`config.mk`:
```
export PLATFORM = sky130hd
export DESIGN_NAME = mdu_iter
export DESIGN_NICKNAME = d
export VERILOG_FILES = /design/src/rtl/mdu_iter.sv
export SDC_FILE = /design/constraint.sdc
export NUM_CORES = 2
export LEC_CHECK = 0
export CAP_MARGIN = 20
export CORE_AREA = 2 2 350 352
export DETAILED_ROUTE_END_ITERATION = 16
export DIE_AREA = 0 0 352 354
export PLACE_DENSITY = 0.53
export SLEW_MARGIN = 20
export SYNTH_ARGS = -nofsm -noshare
export SYNTH_HDL_FRONTEND = slang
export SYNTH_SLANG_ARGS = --single-unit
```
`constraint.sdc`:
```
create_clock -name clk -period 14.7 [get_ports clk]
set_input_delay 4.41 -clock clk [delete_from_list [all_inputs] [get_ports clk]]
set_output_delay 4.41 -clock clk [all_outputs]
set_load 0.01 [all_outputs]
```
`src/rtl/mdu_iter.sv`:
```
// mdu_iter: iterative RV64M multiply/divide unit (radix-2 shift-add multiply, restoring divide).
// Build option MDU_EARLY_OUT_EN: a multiply finishes once its remaining multiplier bits are zero.
`timescale 1ns/1ps
module mdu_iter #(
  parameter int XLEN  = 64,
  parameter int CNT_W = 7
) (
  input  logic            clk,
  input  logic            resetn,
  input  logic            valid_in,
  input  logic [3:0]      op,
  input  logic [XLEN-1:0] a,
  input  logic [XLEN-1:0] b,
  input  logic            flush,
  output logic            ready,
  output logic            busy,
  output logic            done,
  output logic [XLEN-1:0] result,
  output logic [1:0]      state_dbg
);

  // Handshake: a request is taken on a rising edge where ready=1, valid_in=1, flush=0 and op<=9;
  // done is a one-cycle pulse with no backpressure, and result holds until the next done.

  typedef enum logic [1:0] {IDLE = 2'd0, CALC = 2'd1, DONE = 2'd2} state_t;

  localparam logic [3:0] OP_MUL = 4'd0, OP_MULW = 4'd1, OP_DIV = 4'd2, OP_DIVU = 4'd3;
  localparam logic [3:0] OP_REM = 4'd4, OP_REMU = 4'd5, OP_DIVW = 4'd6, OP_DIVUW = 4'd7;
  localparam logic [3:0] OP_REMW = 4'd8, OP_REMUW = 4'd9;

  function automatic logic [XLEN-1:0] sext_w(input logic w, input logic [XLEN-1:0] v);
    return w ? {{(XLEN-32){v[31]}}, v[31:0]} : v;
  endfunction

  state_t           state;
  logic [CNT_W-1:0] cnt_q;
  logic [XLEN-1:0]  acc_q, x_q, y_q, res_q, result_q;
  logic             is_mul_q, is_w_q, is_rem_q, neg_q_q, neg_r_q;
  logic             ready_r, busy_r, done_r;

  // request decode and operand preparation
  logic            in_mul, in_w, in_sgn, in_rem, legal;
  logic [XLEN-1:0] a_ext, b_ext, mag_a, mag_b, min_n, spec_res;
  logic            neg_a, neg_b, div0, ovf;

  always_comb begin
    in_mul = (op == OP_MUL) || (op == OP_MULW);
    in_w   = (op == OP_MULW) || (op == OP_DIVW) || (op == OP_DIVUW) ||
             (op == OP_REMW) || (op == OP_REMUW);
    in_sgn = (op == OP_DIV) || (op == OP_REM) || (op == OP_DIVW) || (op == OP_REMW);
    in_rem = (op == OP_REM) || (op == OP_REMU) || (op == OP_REMW) || (op == OP_REMUW);
    legal  = (op <= OP_REMUW);
    if (in_w) begin
      a_ext = in_sgn ? {{(XLEN-32){a[31]}}, a[31:0]} : {{(XLEN-32){1'b0}}, a[31:0]};
      b_ext = in_sgn ? {{(XLEN-32){b[31]}}, b[31:0]} : {{(XLEN-32){1'b0}}, b[31:0]};
      min_n = {{(XLEN-31){1'b1}}, 31'b0};
    end else begin
      a_ext = a;
      b_ext = b;
      min_n = {1'b1, {(XLEN-1){1'b0}}};
    end
    neg_a = in_sgn && a_ext[XLEN-1];
    neg_b = in_sgn && b_ext[XLEN-1];
    mag_a = neg_a ? -a_ext : a_ext;
    mag_b = neg_b ? -b_ext : b_ext;
    div0  = (b_ext == '0);
    ovf   = in_sgn && (a_ext == min_n) && (b_ext == '1);
    // division by zero and signed overflow never iterate
    if (div0) spec_res = sext_w(in_w, in_rem ? a_ext : '1);
    else      spec_res = sext_w(in_w, in_rem ? '0 : a_ext);
  end

  // one iteration step; acc/x/y are product/multiplicand/multiplier or remainder/divisor/quotient
  logic [XLEN:0]   rem_sh;
  logic [XLEN-1:0] rem_sub, acc_n, x_n, y_n, quo_s, rem_s, fin;
  logic            ge, last;

  always_comb begin
    rem_sh  = {acc_q, y_q[XLEN-1]};
    ge      = (rem_sh >= {1'b0, x_q});
    rem_sub = rem_sh[XLEN-1:0] - x_q;
    if (is_mul_q) begin
      acc_n = y_q[0] ? (acc_q + x_q) : acc_q;
      x_n   = x_q << 1;
      y_n   = y_q >> 1;
    end else begin
      acc_n = ge ? rem_sub : rem_sh[XLEN-1:0];
      x_n   = x_q;
      y_n   = {y_q[XLEN-2:0], ge};
    end
    quo_s = neg_q_q ? -y_n : y_n;
    rem_s = neg_r_q ? -acc_n : acc_n;
    fin   = sext_w(is_w_q, is_mul_q ? acc_n : (is_rem_q ? rem_s : quo_s));
    last  = (cnt_q == CNT_W'(1));
`ifdef MDU_EARLY_OUT_EN
    if (is_mul_q && (y_n == '0)) last = 1'b1;
`else
`endif
  end

  always_ff @(posedge clk or negedge resetn) begin
    if (!resetn) begin
      state    <= IDLE;
      cnt_q    <= '0;
      acc_q    <= '0;
      x_q      <= '0;
      y_q      <= '0;
      res_q    <= '0;
      result_q <= '0;
      is_mul_q <= 1'b0;
      is_w_q   <= 1'b0;
      is_rem_q <= 1'b0;
      neg_q_q  <= 1'b0;
      neg_r_q  <= 1'b0;
      ready_r  <= 1'b1;
      busy_r   <= 1'b0;
      done_r   <= 1'b0;
    end else begin
      done_r <= 1'b0;
      case (state)
        IDLE: begin
          if (valid_in && legal && !flush) begin
            is_mul_q <= in_mul;
            is_w_q   <= in_w;
            is_rem_q <= in_rem;
            neg_q_q  <= neg_a ^ neg_b;
            neg_r_q  <= neg_a;
            acc_q    <= '0;
            x_q      <= in_mul ? a_ext : mag_b;
            // a W dividend sits in the top half so its MSB leaves first
            y_q      <= in_mul ? b_ext : (in_w ? {mag_a[31:0], 32'b0} : mag_a);
            ready_r  <= 1'b0;
            if (!in_mul && (div0 || ovf)) begin
              res_q  <= spec_res;
              cnt_q  <= '0;
              state  <= DONE;
              done_r <= 1'b1;
            end else begin
              cnt_q  <= in_w ? CNT_W'(32) : CNT_W'(XLEN);
              state  <= CALC;
              busy_r <= 1'b1;
            end
          end
        end
        CALC: begin
          if (flush) begin
            state   <= IDLE;
            ready_r <= 1'b1;
            busy_r  <= 1'b0;
          end else begin
            acc_q <= acc_n;
            x_q   <= x_n;
            y_q   <= y_n;
            cnt_q <= cnt_q - CNT_W'(1);
            if (last) begin
              res_q  <= fin;
              cnt_q  <= '0;
              state  <= DONE;
              busy_r <= 1'b0;
              done_r <= 1'b1;
            end
          end
        end
        DONE: begin
          // a flushed result is dropped and the previous result stays visible
          if (!flush) result_q <= res_q;
          state   <= IDLE;
          ready_r <= 1'b1;
        end
        default: begin
          state   <= IDLE;
          ready_r <= 1'b1;
          busy_r  <= 1'b0;
        end
      endcase
    end
  end

  assign ready     = ready_r;
  assign busy      = busy_r;
  assign done      = done_r && !flush;
  assign result    = done ? res_q : result_q;
  assign state_dbg = state;

endmodule
```
==> flow_metrics.env <==
export IMPL_r2r_start="acc_q[45]"
export IMPL_min_to="result_q[41]"
export IMPL_power_density_nw_per_um2=194
export IMPL_ant_nets=0
export IMPL_crit_type="in -> out"
export IMPL_synth_top_area_share=0.234
export IMPL_rsz0062_at_grt="no"
export IMPL_maxSlewViolCount=0
export IMPL_routed_wl_um=175000
export IMPL_cts_max_level=2
export IMPL_vdd_ir_drop_max_mv=0.112
export IMPL_final_period_utilization=0.758
export IMPL_dr_wl_met2_um=77700
export IMPL_synth_area_leaders="dfrtp_1 (23%), o21ai_0 (7.2%), a21oi_1 (6.3%)"
export IMPL_layout_common_cells="o21ai_0 (514), nand2_1 (513), a21oi_1 (448), nor2_1 (377), dfrtp_1 (332)"
export IMPL_p_seq_frac=0.193
export IMPL_clockRootBuffer="clkbuf_16"
export IMPL_die_x_um=352
export IMPL_detail_route_vias_per_cell=6.09
export IMPL_synth_edff_count=0
export IMPL_power_switching_mw=4.34
export IMPL_cts_sinks=337
export IMPL_synthMuxAreaShare=0.0661
export IMPL_p_sw_frac=0.551
export IMPL_syn_area_per_cell_sq_um=7.42
export IMPL_tightest_slew_ns=1.24
export IMPL_p_int_mw=3.54
export IMPL_path_clk_slew_ns=0.06
export IMPL_post_synth_instance_area_sq_um=36000
export IMPL_io_pins=205
export IMPL_antenna_found_initial=17
export IMPL_first_iter_violations=4340
export IMPL_synth_top_family_by_area="compound AO/OA/AOI/OAI gates"
export IMPL_critPathRequiredTime_ns=10.29
export IMPL_post_cts_repair_setup_buffers=0
export IMPL_n_antenna_cell=0
export IMPL_cts_tree="built"
export IMPL_grt_pass1_wl_um=254000
export IMPL_drive_above_1_share=0.0802
export IMPL_synth_flop_cell="dfrtp_1"
export IMPL_fmaxAchievable_mhz=89.8
export IMPL_cts_hold_buf=0
export IMPL_yosysWarnings=0
export IMPL_top_layer="met5"
export IMPL_gp_congestion=1.01
export IMPL_synth_fa_ha_area_frac=0.0477
export IMPL_dpl_cell_count=6366
export IMPL_status="complete, no violations"
export IMPL_design_core_area_sq_um=121000
export IMPL_final_common_cell="o21ai_0"
export IMPL_power_share_clock=0.138
export IMPL_synth_async_reset_ratio=1.00
export IMPL_start_util=0.297
export IMPL_hold_viol=0
export IMPL_m1WireLength_um=74700
export IMPL_synth_nets=5119
export IMPL_placementRows=128
export IMPL_r2r_slack_ns=5.61
export IMPL_gr_total_overflow=0
export IMPL_min_path_type="reg -> reg"
export IMPL_critPathCaptureType="output pin"
export IMPL_grt_pass1_vias=36500
export IMPL_synth_xor_area_share=0.0660
export IMPL_finalNonFillerCells=6438
export IMPL_clockBufferDepth=3
export IMPL_worstHoldPathCells=1
export IMPL_postCtsResizedCells=0
export IMPL_synth_compound_area_share=0.323
export IMPL_drc_errors=0
export IMPL_leakagePower_nw=15.9
export IMPL_min_period_ns=11.14
export IMPL_syn_inst=4847
export IMPL_place_ws_ns=3.56
export IMPL_first_pass_iters=6
export IMPL_synth_cell_types=105
export IMPL_setup_slack_ns=3.56
export IMPL_vias=39200
export IMPL_rr_endpoint="res_q[53]"
export IMPL_io_buffer_count=204
export IMPL_r2r_cells=19
export IMPL_synth_seq_area_share=0.235
export IMPL_ys_ff_latch=337
export IMPL_clkLatencyLatePin_ns=0.61
export IMPL_wire_per_inst_um=27.2
export IMPL_fin_hold_ws_ns=0.502
export IMPL_area_growth_syn_to_layout_pct=12.9
export IMPL_crit_arrival_ns=6.73
export IMPL_drv_cap=0
export IMPL_fin_nets=5055
export IMPL_cp_max_fo=65
export IMPL_startpoint_type="input pin"
export IMPL_die_h_um=354
export IMPL_setup_tns_ns=0
export IMPL_yosys_area_top_type="dfrtp_1"
export IMPL_grt_start_max_net_pins=141
export IMPL_setup_violations=0
export IMPL_dieArea_sq_um=125000
export IMPL_combPwrFrac=0.669
export IMPL_hp_start="result_q[41]"
export IMPL_wl_met3_um=13400
export IMPL_dp_hpwl_um=135000
export IMPL_fin_total_pwr_mw=7.88
export IMPL_grt_usage=0.269
export IMPL_cts_buffers=40
export IMPL_skew_ns=0.0393
export IMPL_slew_headroom=0.165
export IMPL_synth_simple_area_share=0.204
==> cells by family after synthesis <==
family | Yosys count
compound gates | 1804
xor+xnor | 271
fa+ha+maj | 136
buf+inv | 530
flops | 337
mux | 218
simple gates | 1551
==> synthesized netlist by cell type (77+ instances only) <==
cell / count
nand2_1: 514
clkbuf_1: 307
dfrtp_1: 336
nor3_1: 126
o21ai_0: 515
inv_1: 141
xnor2_1: 175
nand4_1: 102
mux2_2: 155
ha_1: 134
xor2_1: 96
nor2_1: 382
a211oi_1: 142
nand3_1: 147
a21o_1: 77
a21oi_1: 450
o31ai_1: 78
==> flip-flops by register name, summed over array words and instances (netlist names), 2 cells and up <==
name,flops
x_q,64
result_q,64
res_q,64
cnt_q,7
state_dbg,2
acc_q,64
y_q,64
==> area by class of cell <==
class                      count  area (sq um)
tap                         1625          2030
clock buffer                  56          1180
clock inverter                16           181
timing repair buffer         280          2670
sequential                   337          8440
inverter                     144           541
fill                       13000         80300
multi-input combinational   3980         25500
==> metrics by stage <==
| stage | util | instance area, sq um |
|---|---|---|
| after floorplan | - | 36000 |
| after global placement | 0.324 | 39200 |
| after detailed placement | 0.324 | 39200 |
| after CTS | 0.336 | 40600 |
| after global routing | 0.336 | 40600 |
| final | 0.336 | 40600 |
==> layer usage <==
metal  vias to the layer above  track usage
met2                      1703        0.421
met1                     19200        0.362
li1                      18000            -
met5                         -            0
met3                       325       0.0441
met4                        14        0.128
==> how the worst max path moves through the flow <==
stage | from | to | slack, ns
2_1_floorplan | flush | result[54] | 4.63
3_3_place_gp | flush | result[6] | 3.65
5_1_grt | flush | result[9] | 3.43
4_1_cts | flush | result[1] | 3.55
6_report | flush | result[52] | 3.56
3_5_place_dp | flush | result[1] | 3.56
==> power groups by stage <==
stage | logic [mW] | registers, mW | clock network [mW]
2_1_floorplan | 3.62 | 1.36 | 0
3_3_place_gp | 5.12 | 1.54 | 0
3_5_place_dp | 5.14 | 1.53 | 0
4_1_cts | 5.16 | 1.52 | 1.10
5_1_grt | 5.70 | 1.55 | 1.15
6_report | 5.27 | 1.52 | 1.09
==> worst max-delay path: stages <==
cell and delay [ns]:
clkdlybuf4s50_1 0.57, nor2b_4 0.16, buf_4 0.65, mux2_2 0.42, clkdlybuf4s50_1 0.48
(Power assumes the default switching activity.)
